--- src/rtl/spi_slave_sync.sv ---
`default_nettype none
// ============================================================================
//  Module      : spi_slave_sync
//  Description : Oversampled SPI slave. sclk/mosi/ce0 are synchronised into
//                the clk domain; supports configurable word width, CPOL/CPHA,
//                bit order, multi-word frames and valid/ready on RX and TX.
//  Revision    : 1.0  initial release
// ============================================================================
module spi_slave_sync #(
    parameter int WIDTH       = 8,
    parameter int CPOL        = 0,
    parameter int CPHA        = 0,
    parameter int MSB_FIRST   = 1,
    parameter int SYNC_STAGES = 2
) (
    input  logic             clk,
    input  logic             rst_n,
    input  logic             sclk,
    input  logic             mosi,
    input  logic             ce0,
    output logic             miso,
    output logic             miso_oe,
    output logic [WIDTH-1:0] rx_data,
    output logic             rx_valid,
    input  logic             rx_ready,
    output logic             rx_overrun,
    input  logic [WIDTH-1:0] tx_data,
    input  logic             tx_valid,
    output logic             tx_ready,
    output logic             tx_underrun,
    output logic             busy,
    output logic             frame_err
);

    localparam int                 c_cnt_w     = $clog2(WIDTH);
    localparam logic [c_cnt_w-1:0] c_cnt_last  = c_cnt_w'(WIDTH - 1);
    localparam logic [c_cnt_w-1:0] c_cnt_one   = c_cnt_w'(1);
    localparam logic               c_sclk_idle = (CPOL != 0);

    localparam logic [0:0] c_st_idle   = 1'b0;
    localparam logic [0:0] c_st_active = 1'b1;

    logic [1:0]             r_rst_sync;
    logic                   w_rst_n;
    logic [SYNC_STAGES-1:0] r_sclk_sync;
    logic [SYNC_STAGES-1:0] r_mosi_sync;
    logic [SYNC_STAGES-1:0] r_ce0_sync;
    logic                   r_sclk_hist;
    logic                   r_ce0_hist;
    logic [0:0]             r_state;
    logic [0:0]             w_state_nxt;
    logic [c_cnt_w-1:0]     r_bit_cnt;
    logic [WIDTH-1:0]       r_rx_shift;
    logic [WIDTH-1:0]       r_rx_data;
    logic                   r_rx_valid;
    logic                   r_rx_overrun;
    logic                   r_word_done;
    logic [WIDTH-1:0]       r_tx_shift;
    logic [WIDTH-1:0]       r_hold;
    logic                   r_hold_full;
    logic                   r_miso_q;
    logic                   r_sampled;
    logic                   r_unr_pending;
    logic                   r_tx_underrun;
    logic                   r_frame_err;

    logic             w_sclk_s, w_mosi_s, w_ce0_s;
    logic             w_rise, w_fall, w_lead, w_trail;
    logic             w_ce0_fall, w_ce0_rise;
    logic             w_enter, w_exit, w_live;
    logic             w_sample, w_shift, w_load, w_capture;
    logic             w_tx_head, w_miso_bit;
    logic [WIDTH-1:0] w_rx_next, w_tx_shifted;

    // Reset asserts immediately and is released on a clk edge
    always_ff @(posedge clk or negedge rst_n) begin
        if (!rst_n) r_rst_sync <= 2'b00;
        else        r_rst_sync <= {r_rst_sync[0], 1'b1};
    end
    assign w_rst_n = r_rst_sync[1];

    // Synchronisers on the asynchronous pins plus history flops for edge detect
    always_ff @(posedge clk or negedge w_rst_n) begin
        if (!w_rst_n) begin
            r_sclk_sync <= {SYNC_STAGES{c_sclk_idle}};
            r_mosi_sync <= '0;
            r_ce0_sync  <= {SYNC_STAGES{1'b1}};
            r_sclk_hist <= c_sclk_idle;
            r_ce0_hist  <= 1'b1;
        end else begin
            r_sclk_sync <= {r_sclk_sync[SYNC_STAGES-2:0], sclk};
            r_mosi_sync <= {r_mosi_sync[SYNC_STAGES-2:0], mosi};
            r_ce0_sync  <= {r_ce0_sync[SYNC_STAGES-2:0], ce0};
            r_sclk_hist <= r_sclk_sync[SYNC_STAGES-1];
            r_ce0_hist  <= r_ce0_sync[SYNC_STAGES-1];
        end
    end

    assign w_sclk_s   = r_sclk_sync[SYNC_STAGES-1];
    assign w_mosi_s   = r_mosi_sync[SYNC_STAGES-1];
    assign w_ce0_s    = r_ce0_sync[SYNC_STAGES-1];
    assign w_rise     = w_sclk_s & ~r_sclk_hist;
    assign w_fall     = ~w_sclk_s & r_sclk_hist;
    assign w_lead     = (CPOL != 0) ? w_fall : w_rise;
    assign w_trail    = (CPOL != 0) ? w_rise : w_fall;
    assign w_ce0_fall = ~w_ce0_s & r_ce0_hist;
    assign w_ce0_rise = w_ce0_s & ~r_ce0_hist;

    assign w_enter = (r_state == c_st_idle) && w_ce0_fall;
    assign w_exit  = (r_state == c_st_active) && w_ce0_rise;
    assign w_live  = (r_state == c_st_active) && !w_ce0_rise;

    // CPHA=0 only shifts after a sample so the trailing edge of a word's last
    // bit cannot consume the first bit of the freshly reloaded word.
    assign w_sample  = w_live && ((CPHA != 0) ? w_trail : w_lead);
    assign w_shift   = w_live && ((CPHA != 0) ? w_lead : (w_trail && r_sampled));
    assign w_load    = w_enter || (r_word_done && w_live);
    assign w_capture = tx_valid && !r_hold_full;

    if (MSB_FIRST != 0) begin : g_msb_first
        assign w_rx_next    = {r_rx_shift[WIDTH-2:0], w_mosi_s};
        assign w_tx_head    = r_tx_shift[WIDTH-1];
        assign w_tx_shifted = {r_tx_shift[WIDTH-2:0], 1'b0};
    end else begin : g_lsb_first
        assign w_rx_next    = {w_mosi_s, r_rx_shift[WIDTH-1:1]};
        assign w_tx_head    = r_tx_shift[0];
        assign w_tx_shifted = {1'b0, r_tx_shift[WIDTH-1:1]};
    end

    if (CPHA != 0) begin : g_cpha1
        assign w_miso_bit = r_miso_q;
    end else begin : g_cpha0
        assign w_miso_bit = w_tx_head;
    end

    // FSM state register
    always_ff @(posedge clk or negedge w_rst_n) begin
        if (!w_rst_n) r_state <= c_st_idle;
        else          r_state <= w_state_nxt;
    end

    // FSM next state: frame follows synchronised ce0
    always_comb begin
        w_state_nxt = r_state;
        case (r_state)
            c_st_idle:   if (w_ce0_fall) w_state_nxt = c_st_active;
            c_st_active: if (w_ce0_rise) w_state_nxt = c_st_idle;
            default:     w_state_nxt = c_st_idle;
        endcase
    end

    // FSM outputs: drive miso only while selected
    always_comb begin
        busy    = 1'b0;
        miso_oe = 1'b0;
        miso    = 1'b0;
        if (r_state == c_st_active) begin
            busy    = 1'b1;
            miso_oe = 1'b1;
            miso    = w_miso_bit;
        end
    end

    // Receive shifter and bit counter, advanced on sample edges
    always_ff @(posedge clk or negedge w_rst_n) begin
        if (!w_rst_n) begin
            r_bit_cnt   <= '0;
            r_rx_shift  <= '0;
            r_word_done <= 1'b0;
            r_frame_err <= 1'b0;
        end else begin
            r_word_done <= 1'b0;
            r_frame_err <= 1'b0;
            if (w_exit) begin
                r_frame_err <= (r_bit_cnt != '0);
                r_bit_cnt   <= '0;
                r_rx_shift  <= '0;
            end else if (w_enter) begin
                r_bit_cnt <= '0;
            end else if (w_sample) begin
                r_rx_shift <= w_rx_next;
                if (r_bit_cnt == c_cnt_last) begin
                    r_bit_cnt   <= '0;
                    r_word_done <= 1'b1;
                end else begin
                    r_bit_cnt <= r_bit_cnt + c_cnt_one;
                end
            end
        end
    end

    // RX output register with valid/ready and overrun detection
    always_ff @(posedge clk or negedge w_rst_n) begin
        if (!w_rst_n) begin
            r_rx_data    <= '0;
            r_rx_valid   <= 1'b0;
            r_rx_overrun <= 1'b0;
        end else begin
            r_rx_overrun <= 1'b0;
            if (r_word_done) begin
                r_rx_data    <= r_rx_shift;
                r_rx_valid   <= 1'b1;
                r_rx_overrun <= r_rx_valid && !rx_ready;
            end else if (r_rx_valid && rx_ready) begin
                r_rx_valid <= 1'b0;
            end
        end
    end

    // One-entry TX holding register; a load empties it unless refilled
    always_ff @(posedge clk or negedge w_rst_n) begin
        if (!w_rst_n) begin
            r_hold      <= '0;
            r_hold_full <= 1'b0;
        end else begin
            if (w_capture) r_hold <= tx_data;
            if (w_load)         r_hold_full <= w_capture;
            else if (w_capture) r_hold_full <= 1'b1;
        end
    end

    // TX shifter. An empty reload at a word boundary only counts as an
    // underrun once the next word actually starts (its first sample edge);
    // a frame that ends on the boundary leaves no underrun behind.
    always_ff @(posedge clk or negedge w_rst_n) begin
        if (!w_rst_n) begin
            r_tx_shift    <= '0;
            r_miso_q      <= 1'b0;
            r_sampled     <= 1'b0;
            r_unr_pending <= 1'b0;
            r_tx_underrun <= 1'b0;
        end else begin
            r_tx_underrun <= 1'b0;
            if (w_exit) begin
                r_tx_shift    <= '0;
                r_miso_q      <= 1'b0;
                r_sampled     <= 1'b0;
                r_unr_pending <= 1'b0;
            end else if (w_load) begin
                r_tx_shift <= r_hold_full ? r_hold : '0;
                r_sampled  <= 1'b0;
                if (w_enter) begin
                    r_miso_q      <= 1'b0;
                    r_tx_underrun <= !r_hold_full;
                end else begin
                    r_unr_pending <= !r_hold_full;
                end
            end else begin
                if (w_shift) begin
                    r_tx_shift <= w_tx_shifted;
                    r_miso_q   <= w_tx_head;
                end
                if (w_sample) begin
                    r_sampled <= 1'b1;
                    if (r_unr_pending) begin
                        r_tx_underrun <= 1'b1;
                        r_unr_pending <= 1'b0;
                    end
                end
            end
        end
    end

    assign rx_data     = r_rx_data;
    assign rx_valid    = r_rx_valid;
    assign rx_overrun  = r_rx_overrun;
    assign tx_ready    = !r_hold_full;
    assign tx_underrun = r_tx_underrun;
    assign frame_err   = r_frame_err;

endmodule
`default_nettype wire

--- config.mk ---
export PLATFORM = sky130hd
export DESIGN_NAME = spi_slave_sync
export DESIGN_NICKNAME = d
export VERILOG_FILES = /design/src/rtl/spi_slave_sync.sv
export SDC_FILE = /design/constraint.sdc
export NUM_CORES = 1
export LEC_CHECK = 0
export ABC_CLOCK_PERIOD_IN_PS = 2000
export BUFFER_PORTS_ARGS = -buffer_cell sky130_fd_sc_hd__buf_2
export CORE_MARGIN = 3
export CORE_UTILIZATION = 55
export DETAILED_ROUTE_END_ITERATION = 8
export PLACE_DENSITY = 0.8
export SLEW_MARGIN = 10
export SYNTH_ARGS = -nofsm -noshare
export SYNTH_HDL_FRONTEND = slang
export SYNTH_SLANG_ARGS = --single-unit
--- constraint.sdc ---
create_clock -name clk -period 2 [get_ports clk]
set_input_delay 0.1 -clock clk [delete_from_list [all_inputs] [get_ports clk]]
set_output_delay 0.1 -clock clk [all_outputs]
set_load 0.05 [all_outputs]
### Word level (Yosys, flattened, before mapping)

Index checks and enable logic that the tools add are counted.

| operators by class | value |
|---|---|
| $add $sub $neg | 1 |
| equal/unequal tests | 3 |
| mux-type cells | 38 |
| bitwise logic cells | 9 |
| reduce and logical (&&, ||, !) cells | 23 |

Operators by type and width:

| operator | count |
|---|---|
| 8-bit 2-to-1 mux | 7 |
| 1-bit 2-to-1 mux | 26 |
| 3-bit 2-to-1 mux | 4 |
| 3-bit nonzero test | 4 |
| 1-bit logical AND | 10 |
| 2-bit nonzero test | 3 |
| 1-bit inverter | 5 |
| 1-bit AND | 4 |
| 2-bit AND reduction | 2 |
| 3-bit by 1-bit adder with 3-bit output (second input constant) | 1 |
| 3-bit == test (second input constant) | 1 |
| 1-bit zero test | 3 |
| 3-bit inequality test (second input constant) | 1 |
| 2-bit by 1-bit inequality test with 1-bit output (second input constant) | 1 |
| 1-bit one-hot mux with 2 select lines | 1 |
| 1-bit logical OR | 1 |

| storage, ports and cells | value |
|---|---|
| flip-flop bits (word level) | 54 |
| output and inout bits | 16 |
| word-level logic and storage cells | 94 |

### Longest topological paths before layout

Gate-level depths: netlist (run 1).

| logic depth | value |
|---|---|
| word-level depth | 8 |
| depth in mapped cells | 6 |
| mapped depth without buffers | 5 |

### Worst setup path after synthesis (run 1)

Ideal clock, no wire load.

| timing | value |
|---|---|
| kind | register -> register |
| start point | reg r_state |
| end point | reg r_tx_shift[1] |
| library setup time | 0.129 ns |
| arrival | 1.644 ns |
| required time | 1.871 ns |
| setup slack | 0.227 ns |
| stages on the path, launching flop included | 6 |
| period minus slack after synthesis | 1.773 ns |
| cells stage by stage | dfrtp_1 -> buf_6 -> or3b_4 -> o21ai_4 -> mux2i_1 -> o2bb2ai_1 |

| between the ends | value |
|---|---|
| longest elaborated chain between the ends | 5 |
| elaborated cells between the ends (all ways) | 10 |
| classes of those cells | mux: 2; bitwise: 1; reduce/logical: 7 |

Ends and longest elaborated chain:

| element | line | RTL |
|---|---|---|
| start, declared | 50 | `logic [0:0] r_state;` |
| start signal, assigned | 138 | `if (!w_rst_n) r_state <= c_st_idle;` |
| start signal, assigned | 139 | `else r_state <= w_state_nxt;` |
| 1-bit logical AND / 1-bit inverter (equally long branches) | n/a |  |
| 1-bit logical AND (on tied branches) | 117, 109 |  |
| 1-bit logical OR | 117 | `assign w_load = w_enter \|\| (r_word_done && w_live);` |
| 8-bit 2-to-1 mux | 239 | `end else if (w_load) begin` |
| 8-bit 2-to-1 mux | 234 | `if (w_exit) begin` |
| end signal, assigned | 240 | `r_tx_shift <= r_hold_full ? r_hold : '0;` |
| end signal, assigned | 250 | `r_tx_shift <= w_tx_shifted;` |
| end, declared | 58 | `logic [WIDTH-1:0] r_tx_shift;` |

Several ways; a longest one is shown, not always the timed one.
A chain may end at the register's enable or synchronous reset.

### Worst setup path in the final report (run 1)

| timing | value |
|---|---|
| start point | reg r_ce0_hist |
| end point | reg r_tx_shift[3] |

| between the ends | value |
|---|---|
| longest elaborated chain between the ends | 8 |
| elaborated cells between the ends (all ways) | 13 |
| classes of those cells | mux: 2; bitwise: 3; reduce/logical: 8 |

Ends and longest elaborated chain:

| element | line | RTL |
|---|---|---|
| start, declared | 49 | `logic r_ce0_hist;` |
| start signal, assigned | 95 | `r_ce0_hist <= r_ce0_sync[SYNC_STAGES-1];` |
| 1-bit inverter | 107 | `assign w_ce0_rise = w_ce0_s & ~r_ce0_hist;` |
| 1-bit AND | 107 |  |
| 1-bit zero test | 111 | `assign w_live = (r_state == c_st_active) && !w_ce0_rise;` |
| 1-bit logical AND | 111 |  |
| 1-bit logical AND | 117 |  |
| 1-bit logical OR | 117 |  |
| 8-bit 2-to-1 mux | 239 |  |
| 8-bit 2-to-1 mux | 234 |  |

Several ways; a longest one is shown, not always the timed one.

==> results.json, run 1 <==
{
  "synth_seq_cells": 54,
  "finClkSkew_ns": 0.007186,
  "cts_root_buf": "clkbuf_8",
  "status": "finished clean",
  "period_share_pct": 85.67,
  "slew_headroom_pct": 63.85,
  "grt_overflow": 0,
  "reg2reg_from": "r_ce0_hist$_DFF_PN1_",
  "synth_top_area_share_pct": 58.25,
  "cts_resized": 0,
  "setup_ws_ns": 0.2867,
  "fin_nets": 226,
  "routabilityCongestion": 0.7759,
  "ys_types": 35,
  "clkSlewWorstSetupHoldPaths_ns": 0.08,
  "startpoint_type": "register",
  "fillers": 278,
  "cts_tree": "built",
  "peakVddDrop_v": 0.0005629,
  "fin_util_pct": 67.65,
  "dp_hpwl_microns": 2765,
  "synthAdderAreaFrac_pct": 1.713,
  "layout-drive-gt1-share_pct": 32.54,
  "dieHeight_microns": 69.12,
  "die_x_microns": 69.12,
  "syn_area_per_cell_sq_um": 12.89,
  "io_pins": 31,
  "clockBufferDepth": 2,
  "ant_nets": 0,
  "post_cts_buffers": 0,
  "p_per_area_nw_per_um2": 995.0,
  "synth_fp_nets": 188,
  "setup_viol": 0,
  "avgRoutedWirePerCell_microns": 15.09,
  "cp-startpoint": "r_ce0_hist$_DFF_PN1_",
  "synth_xor_area_share_pct": 0,
  "max_freq_mhz": 583.7,
  "drt-total-wl_microns": 3877,
  "syn_inst": 170,
  "drt-vias-per-instance": 5.335,
  "maxSlewViolCount": 0,
  "cts_made_buffers": 5,
  "numPortBuffers": 30,
  "rsz0062_at_grt": "no",
  "synth_compound_area_share_pct": 10.11,
  "total_power_mw": 2.520,
  "via_count": 1371,
  "areaGrowthSynthToFinish_pct": 15.59,
  "crit_end": "r_tx_shift[3]$_DFFE_PN0P_",
  "hold_viol_final": 0,
  "period_needed_ns": 1.713,
  "cts.sinks": 54,
  "num_rows": 22,
  "post-route-drc-count": 0,
  "cp-end-kind": "register",
  "clk_latency_ns": 0.31,
  "leakagePower_nw": 1.231,
  "cp_data_arrival_time_ns": 1.89,
  "worst-r2r-setup-slack_ns": 0.29,
  "dr.pass1.iters": 4,
  "worst_ep_required_time_ns": 2.18,
  "antenna_cells": 0,
  "fp.coreArea_sq_um": 3744,
  "final_area_sq_um": 2532,
  "ys_warn_count": 0,
  "maxCapViolations": 0,
  "synth.cell_area_sq_um": 2191,
  "grt_pass1_wl_microns": 6872,
  "first_global_vias": 1499,
  "r2r_cells": 4,
  "htreeDepth": 2,
  "dp_slack_ns": 0.3001,
  "placed_area_sq_um": 2410,
  "yosys.area.top_type": "dfrtp_1",
  "final.setup.tns_ns": 0,
  "worst_pin_slew_ns": 0.5423,
  "yosys.area_share.simple_pct": 11.31,
  "grt_max_degree": 29,
  "drt-initial-drc-count": 77,
  "initial_core_util_pct": 58.52,
  "critPathMaxFanout": 7,
  "muxShareOfSynthArea_pct": 11.88,
  "die_area_sq_um": 4777,
  "critPathKind": "register to register",
  "hold_path_class": "input port to register",
  "yosysSeqAreaShare_pct": 61.85,
  "antenna_found_initial": 0,
  "track_usage_pct": 18.17,
  "yosys-top-cells-area": "dfrtp_1 58%, mux2_2 8.2%, mux2i_1 3.7%",
  "synth_top_family_by_area": "multiplexers",
  "r2r-end": "r_tx_shift[3]$_DFFE_PN0P_"
}
-- layout make-up --
cell class	instances	area, sq um	area share (%)
sequential	54	1356	53.56
clock inverter	2	10.01	0.3953
inverter	6	22.52	0.8893
multi-input combinational	102	770.7	30.43
timing repair buffer	39	240.2	9.486
tap	48	60.06	2.372
clock buffer	6	72.57	2.866
-- power by group --
part	leakage (nW)	internal (mW)	switching, mW
logic	0.490	0.265	0.260
registers	0.696	1.28	0.145
clock network	0.0450	0.243	0.329
-- worst min-delay path by stage --
stage	startpoint	end	slack [ns]	cells past startpoint
2_1_floorplan	rst_n	r_rst_sync[0]$_DFF_PN0_	-0.20	0
3_3_place_gp	rst_n	r_rst_sync[0]$_DFF_PN0_	-0.11	1
4_1_cts	tx_data[1]	r_hold[1]$_DFFE_PN0P_	0.02	2
6_report	tx_data[1]	r_hold[1]$_DFFE_PN0P_	0.03	2
5_1_grt	tx_data[0]	r_hold[0]$_DFFE_PN0P_	0.02	2
3_5_place_dp	rst_n	r_rst_sync[0]$_DFF_PN0_	-0.11	1
-- per-layer routing --
| layer | part of all wire (%) | routed length, microns | track usage (%) | vias to the layer above |
|---|---|---|---|---|
| met4 | 2.5 | 95 | 9.978 | 0 |
| met2 | 52 | 2010 | 30.19 | 30 |
| met1 | 42 | 1630 | 21.72 | 676 |
| li1 | - | - | - | 656 |
| met5 | 0 | 0 | 0 | - |
| met3 | 3.6 | 140 | 4.227 | 9 |
-- cell usage in the layout (no fill, tap or decap), drive strengths merged, types with 2 or more instances in the layout --
| master | count |
|---|---|
| a22o | 3 |
| o2bb2ai | 7 |
| o21ai | 11 |
| mux2i | 8 |
| dfstp | 3 |
| and2 | 9 |
| clkbuf | 6 |
| dfrtp | 51 |
| clkinv | 2 |
| nand2b | 2 |
| ha | 3 |
| inv | 6 |
| a21oi | 2 |
| nand3 | 2 |
| buf | 35 |
| dlygate4sd3 | 4 |
| nand2 | 21 |
| mux2 | 16 |
| and3 | 2 |
| nor2 | 4 |
| nor2b | 2 |
-- state kept, by name (all words and copies together) (netlist names), 2 cells and up --
register / cells
r_bit_cnt: 3
r_ce0_sync: 2
r_hold: 8
r_mosi_sync: 2
r_rst_sync: 2
r_rx_shift: 8
r_sclk_sync: 2
r_tx_shift: 8
rx_data: 8
-- worst max-delay path: stages, from the launching register on --
cell       delay [ns]
dfstp_2          0.59
nor2b_4          0.08
a311o_1          0.37
a31oi_2          0.41
o2bb2ai_1        0.13
-- logic make-up (layout without fill, tap and decap cells) --
family | after synthesis | count (layout)
flip-flops | 54 | 54
AND/OR/NAND/NOR | 45 | 45
AO/OA/AOI/OAI | 29 | 29
multiplexers | 24 | 24
buffers and inverters | 14 | 53
adder cells (fa/ha/maj) | 3 | 3
other | 1 | 1
-- through the flow --
stage          hold WS [ns]  cells
2_1_floorplan       -0.1956    170
3_3_place_gp        -0.1147    245
3_5_place_dp        -0.1078    245
4_1_cts             0.02049    257
5_1_grt             0.02354    257
6_report            0.02624    257
-- cells in the mapped netlist --
cell,instances
a21o_1,1
a21oi_1,1
a21oi_2,1
a22o_1,3
a311o_1,1
a31oi_2,1
and2_1,9
and3_1,2
buf_1,1
buf_2,1
buf_4,1
buf_6,1
clkbuf_1,4
conb_1,1
dfrtp_1,51
dfstp_2,3
ha_1,3
inv_1,6
mux2_2,16
mux2i_1,8
nand2_1,21
nand2b_1,2
nand3_1,2
nand3b_1,1
nor2_1,4
nor2b_1,1
nor2b_4,1
nor4b_4,1
o211a_1,1
o21ai_0,10
o21ai_4,1
o21bai_1,1
o22ai_1,1
o2bb2ai_1,7
or3b_4,1
-- timing repair --
action,4_1_cts,5_1_grt
hold buffers,4,0
setup endpoints to repair,0,0
endpoints found under the hold margin,5,0
Note: power is estimated with default switching activity, not from simulation.
==> inputs of run 2 (changes only) <==
--- a/config.mk
+++ b/config.mk
@@ -5,12 +5,12 @@
 export SDC_FILE = /design/constraint.sdc
 export NUM_CORES = 1
 export LEC_CHECK = 0
-export ABC_CLOCK_PERIOD_IN_PS = 2000
 export BUFFER_PORTS_ARGS = -buffer_cell sky130_fd_sc_hd__buf_2
+export CAP_MARGIN = 20
 export CORE_MARGIN = 3
-export CORE_UTILIZATION = 55
+export CORE_UTILIZATION = 25
 export DETAILED_ROUTE_END_ITERATION = 8
-export PLACE_DENSITY = 0.8
+export PLACE_DENSITY = 0.44
 export SLEW_MARGIN = 10
 export SYNTH_ARGS = -nofsm -noshare
 export SYNTH_HDL_FRONTEND = slang
==> run 2 against run 1 <==
Net effect:
- worst hold slack worse by 0.0042 ns
- sequential power about the same
- worst setup slack better by 0.046 ns
- fmax is 2.8% higher
- design area up 3.5%
- global-route usage shrank 9.4 points
- sequential share of layout area decreased by 1.8 points
- clock-buffer cell count stayed put
- core utilization fell by 36 points
- critical path type unchanged
- largest cell class unchanged
- largest power group unchanged
==> results.json, run 2 (synthesis gave the netlist of run 1 again) <==
{
  "status": "finished clean",
  "rsz0062_at_grt": "no",
  "critPathKind": "register to register",
  "post_cts_buffers": 0,
  "finClkSkew_ns": 0.009526,
  "avgRoutedWirePerCell_microns": 13.20,
  "fin_util_pct": 31.27,
  "clockBufferDepth": 2,
  "fin_nets": 226,
  "track_usage_pct": 8.777,
  "fillers": 868,
  "peakVddDrop_v": 0.0003231,
  "maxSlewViolCount": 0,
  "period_share_pct": 83.34,
  "cp_data_arrival_time_ns": 1.85,
  "antenna_found_initial": 0,
  "drt-total-wl_microns": 4144,
  "layout-drive-gt1-share_pct": 33.01,
  "cts.sinks": 54,
  "hold_viol_final": 0,
  "cts_made_buffers": 5,
  "critPathMaxFanout": 13,
  "hold_path_class": "input port to register",
  "num_rows": 33,
  "p_per_area_nw_per_um2": 993.6,
  "via_count": 1344,
  "cts_root_buf": "clkbuf_8",
  "areaGrowthSynthToFinish_pct": 19.65,
  "layout_common_cells": "50 x dfrtp_1, 30 x buf_2, 21 x nand2_1",
  "grt_max_degree": 35,
  "cts_tree": "built",
  "setup_ws_ns": 0.3331,
  "numPortBuffers": 30,
  "die_x_microns": 99.62,
  "die_area_sq_um": 9923,
  "antenna_cells": 0,
  "p_sw_share_pct": 29.83,
  "startpoint_type": "register",
  "post-route-drc-count": 0,
  "htreeDepth": 2,
  "total_power_mw": 2.605,
  "layout_commonest_cell": "dfrtp_1",
  "clkSlewWorstSetupHoldPaths_ns": 0.10,
  "dp_hpwl_microns": 2804,
  "final.setup.tns_ns": 0,
  "power_frac_seq_pct": 54.4,
  "grt_overflow": 0,
  "dr.pass1.iters": 4,
  "grt_pass1_wl_microns": 6982,
  "initial_core_util_pct": 26.14,
  "final_area_sq_um": 2621,
  "placed_area_sq_um": 2481,
  "drt-initial-drc-count": 32,
  "instances_no_fill": 314,
  "period_needed_ns": 1.667,
  "dp_slack_ns": 0.3130,
  "max_freq_mhz": 599.9,
  "dieHeight_microns": 99.62,
  "p_sw_mw": 0.7769,
  "cts_resized": 0,
  "routabilityCongestion": 0.7882,
  "maxCapViolations": 0,
  "io_pins": 31,
  "setup_viol": 0,
  "first_global_vias": 1367,
  "worst_ep_required_time_ns": 2.18,
  "drt-vias-per-instance": 4.280,
  "leakagePower_nw": 1.238,
  "power_frac_clock_pct": 25.3,
  "place_inst": 302,
  "power.internal_mw": 1.828,
  "power_frac_comb_pct": 20.3,
  "worst-r2r-setup-slack_ns": 0.33,
  "hold_ws_ns": 0.02204,
  "ant_nets": 0,
  "cp-end-kind": "register",
  "clk_latency_ns": 0.31,
  "fp.coreArea_sq_um": 8382
}
run 2: power groups by stage:
| stage | Clock, mW | Sequential (mW) | Combinational, mW |
|---|---|---|---|
| 2_1_floorplan | 0 | 1.40 | 0.426 |
| 3_3_place_gp | 0 | 1.44 | 0.530 |
| 3_5_place_dp | 0 | 1.45 | 0.530 |
| 4_1_cts | 0.696 | 1.42 | 0.540 |
| 5_1_grt | 0.733 | 1.45 | 0.583 |
| 6_report | 0.659 | 1.42 | 0.528 |
run 2: worst max-delay path, cell delays in order, from the launching register on:
cell and delay, ns:
dfrtp_1 0.54, or3b_4 0.49, o21ai_4 0.17, mux2i_1 0.25, o2bb2ai_1 0.09
run 2: layout make-up:
| cell class | count | area [sq um] | area share, % |
|---|---|---|---|
| Timing Repair Buffer | 39 | 240.2 | 9.165 |
| Clock inverter | 2 | 17.52 | 0.6683 |
| Tap cell | 105 | 131.4 | 5.012 |
| Multi-Input combinational cell | 102 | 770.7 | 29.40 |
| Clock buffer | 6 | 82.58 | 3.150 |
| Inverter | 6 | 22.52 | 0.8592 |
| Sequential cell | 54 | 1356 | 51.74 |
run 2: routing by layer:
metal / GRT usage (%) / up-vias / part of all wire, %
li1: - / 654 / -
met1: 12.82 / 664 / 51
met2: 12.76 / 24 / 44
met3: 2.525 / 2 / 4.5
met4: 2.206 / 0 / 0.58
met5: 0 / - / 0
run 2: path summary, 6_finish.rpt:
kind                                         start                   endpoint  cells after the start
setup / recovery                 r_state$_DFF_PN0_  r_tx_shift[4]$_DFFE_PN0P_                      4
hold reg to reg            r_rst_sync[1]$_DFF_PN0_      r_hold[3]$_DFFE_PN0P_                      0
setup reg to reg                 r_state$_DFF_PN0_  r_tx_shift[4]$_DFFE_PN0P_                      4
hold / removal                          tx_data[3]      r_hold[3]$_DFFE_PN0P_                      2
max in group asynchronous  r_rst_sync[1]$_DFF_PN0_   r_bit_cnt[1]$_DFFE_PN0P_                      1
min in group asynchronous                    rst_n    r_rst_sync[1]$_DFF_PN0_                      2
run 2: timing repair:
| action | CTS | global route |
|---|---|---|
| endpoints found under the setup margin | 0 | 0 |
| hold endpoints to repair | 5 | 0 |
| hold buffers | 4 | 0 |
==> inputs of run 3 (changes only) <==
==> constraint.sdc (replaced) <==
create_clock -name clk -period 1.7 [get_ports clk]
set_input_delay 0.085 -clock clk [delete_from_list [all_inputs] [get_ports clk]]
set_output_delay 0.085 -clock clk [all_outputs]
set_load 0.05 [all_outputs]
==> run 3 against run 2 <==
Net effect:
- flip-flop and latch count unchanged
- largest power group unchanged
- clock skew rose by 0.0027 ns
- power up 25%
- core utilization increased by 1.9 points
- clock-buffer cell count decreased by 1
- die area unchanged
- clock power up 36%
- design area is 6.1% higher
- first-iteration DRC count shrank 38%
==> results.json, run 3 (synthesis gave the netlist of run 1 again) <==
{
  "startpoint_type": "register",
  "peakVddDrop_v": 0.0003935,
  "layout_commonest_cell": "dfrtp_1",
  "drt-vias-per-instance": 4.271,
  "period_needed_ns": 1.597,
  "setup_viol": 0,
  "hold_viol_final": 0,
  "grt_max_degree": 53,
  "clkSlewWorstSetupHoldPaths_ns": 0.10,
  "p_per_area_nw_per_um2": 1169,
  "numPortBuffers": 30,
  "htreeDepth": 2,
  "clk_latency_ns": 0.31,
  "fin_nets": 241,
  "dr.pass1.iters": 4,
  "antenna_cells": 0,
  "cp_data_arrival_time_ns": 1.80,
  "drt-total-wl_microns": 4176,
  "post-route-drc-count": 0,
  "avgRoutedWirePerCell_microns": 12.69,
  "max_freq_mhz": 626.2,
  "cts_root_buf": "clkbuf_8",
  "antenna_found_initial": 0,
  "status": "finished clean",
  "dieHeight_microns": 99.62,
  "power_frac_seq_pct": 49.9,
  "power_frac_clock_pct": 27.6,
  "critPathMaxFanout": 5,
  "first_global_vias": 1365,
  "place_inst": 308,
  "finClkSkew_ns": 0.01220,
  "critPathKind": "register to register",
  "leakagePower_nw": 1.314,
  "p_sw_mw": 0.9378,
  "die_x_microns": 99.62,
  "cts_tree": "built",
  "power_frac_comb_pct": 22.5,
  "final.setup.tns_ns": 0,
  "r2r_cells": 4,
  "cts_resized": 0,
  "num_rows": 33,
  "grt_pass1_wl_microns": 6865,
  "layout-drive-gt1-share_pct": 35.27,
  "power.internal_mw": 2.314,
  "io_pins": 31,
  "cp-startpoint": "r_ce0_hist$_DFF_PN1_",
  "track_usage_pct": 8.745,
  "areaGrowthSynthToFinish_pct": 26.90,
  "via_count": 1405,
  "initial_core_util_pct": 26.14,
  "grt_overflow": 0,
  "instances_no_fill": 329,
  "worst_ep_required_time_ns": 1.90,
  "ant_nets": 0,
  "clockBufferDepth": 2,
  "rsz0062_at_grt": "no",
  "fp.coreArea_sq_um": 8382,
  "drt-initial-drc-count": 20,
  "crit_end": "r_tx_shift[1]$_DFFE_PN0P_",
  "maxSlewViolCount": 0,
  "r2r-end": "r_tx_shift[1]$_DFFE_PN0P_",
  "fin_util_pct": 33.17,
  "period_share_pct": 93.94,
  "cp-end-kind": "register",
  "die_area_sq_um": 9923,
  "hold_path_class": "input port to register",
  "cts_made_buffers": 5,
  "fillers": 857,
  "dp_hpwl_microns": 2691,
  "maxCapViolations": 0,
  "reg2reg_from": "r_ce0_hist$_DFF_PN1_",
  "layout_common_cells": "49 x dfrtp_1, 30 x buf_2, 21 x nand2_1",
  "worst-r2r-setup-slack_ns": 0.10,
  "total_power_mw": 3.251,
  "cts.sinks": 54,
  "routabilityCongestion": 0.7559,
  "p_sw_share_pct": 28.84
}
## run 3: worst max-delay path, cell delays in order (launching register included)
cell       delay, ns
dfstp_2         0.58
or3b_4          0.44
o21ai_4         0.14
mux2i_1         0.23
o2bb2ai_1       0.09
## run 3: final cells by class
cell class / instances / area [sq um] / area share [%]
Sequential cell: 54 / 1358 / 48.83
Multi-Input combinational cell: 103 / 779.5 / 28.04
Timing Repair Buffer: 53 / 372.9 / 13.41
Tap cell: 105 / 131.4 / 4.725
Clock buffer: 5 / 68.82 / 2.475
Clock inverter: 3 / 47.55 / 1.710
Inverter: 6 / 22.52 / 0.8101
## run 3: through the flow
stage | area (sq um) | worst slack, ns | hold slack [ns]
after floorplan | 2192 | -0.02879 | -0.2106
after global placement | 2540 | 0.1266 | -0.1279
after detailed placement | 2540 | 0.09153 | -0.1271
after CTS | 2746 | 0.06563 | 0.002094
after global routing | 2780 | 0.003950 | 0.01020
final | 2780 | 0.1030 | 0.01578
## run 3: routing by layer
layer  vias to the layer above  global-route usage (%)  part of all wire [%]
li1                        690                       -                     -
met1                       682                   13.38                    53
met2                        26                   11.78                    42
met3                         7                   2.384                   3.8
met4                         0                   2.836                   1.0
met5                         -                       0                     0
## run 3: worst min-delay path by stage
stage,cells after the start,start,to
after CTS,2,tx_data[4],r_hold[4]$_DFFE_PN0P_
final,2,tx_data[6],r_hold[6]$_DFFE_PN0P_
after global routing,2,tx_data[6],r_hold[6]$_DFFE_PN0P_
after detailed placement,1,rst_n,r_rst_sync[0]$_DFF_PN0_
after floorplan,0,rst_n,r_rst_sync[0]$_DFF_PN0_
after global placement,1,rst_n,r_rst_sync[0]$_DFF_PN0_
## run 3: power groups by stage
stage / registers, mW / logic [mW] / clock network, mW
2_1_floorplan: 1.65 / 0.501 / 0
3_3_place_gp: 1.65 / 0.715 / 0
3_5_place_dp: 1.65 / 0.722 / 0
4_1_cts: 1.62 / 0.745 / 0.941
5_1_grt: 1.65 / 0.824 / 0.981
6_report: 1.62 / 0.732 / 0.899
## run 3: timing repair
item                                    in CTS  in global routing
hold buffers                                 9                  1
endpoints found under the hold margin       10                  1
endpoints found under the setup margin       0                  4
buffers inserted                             0                  2
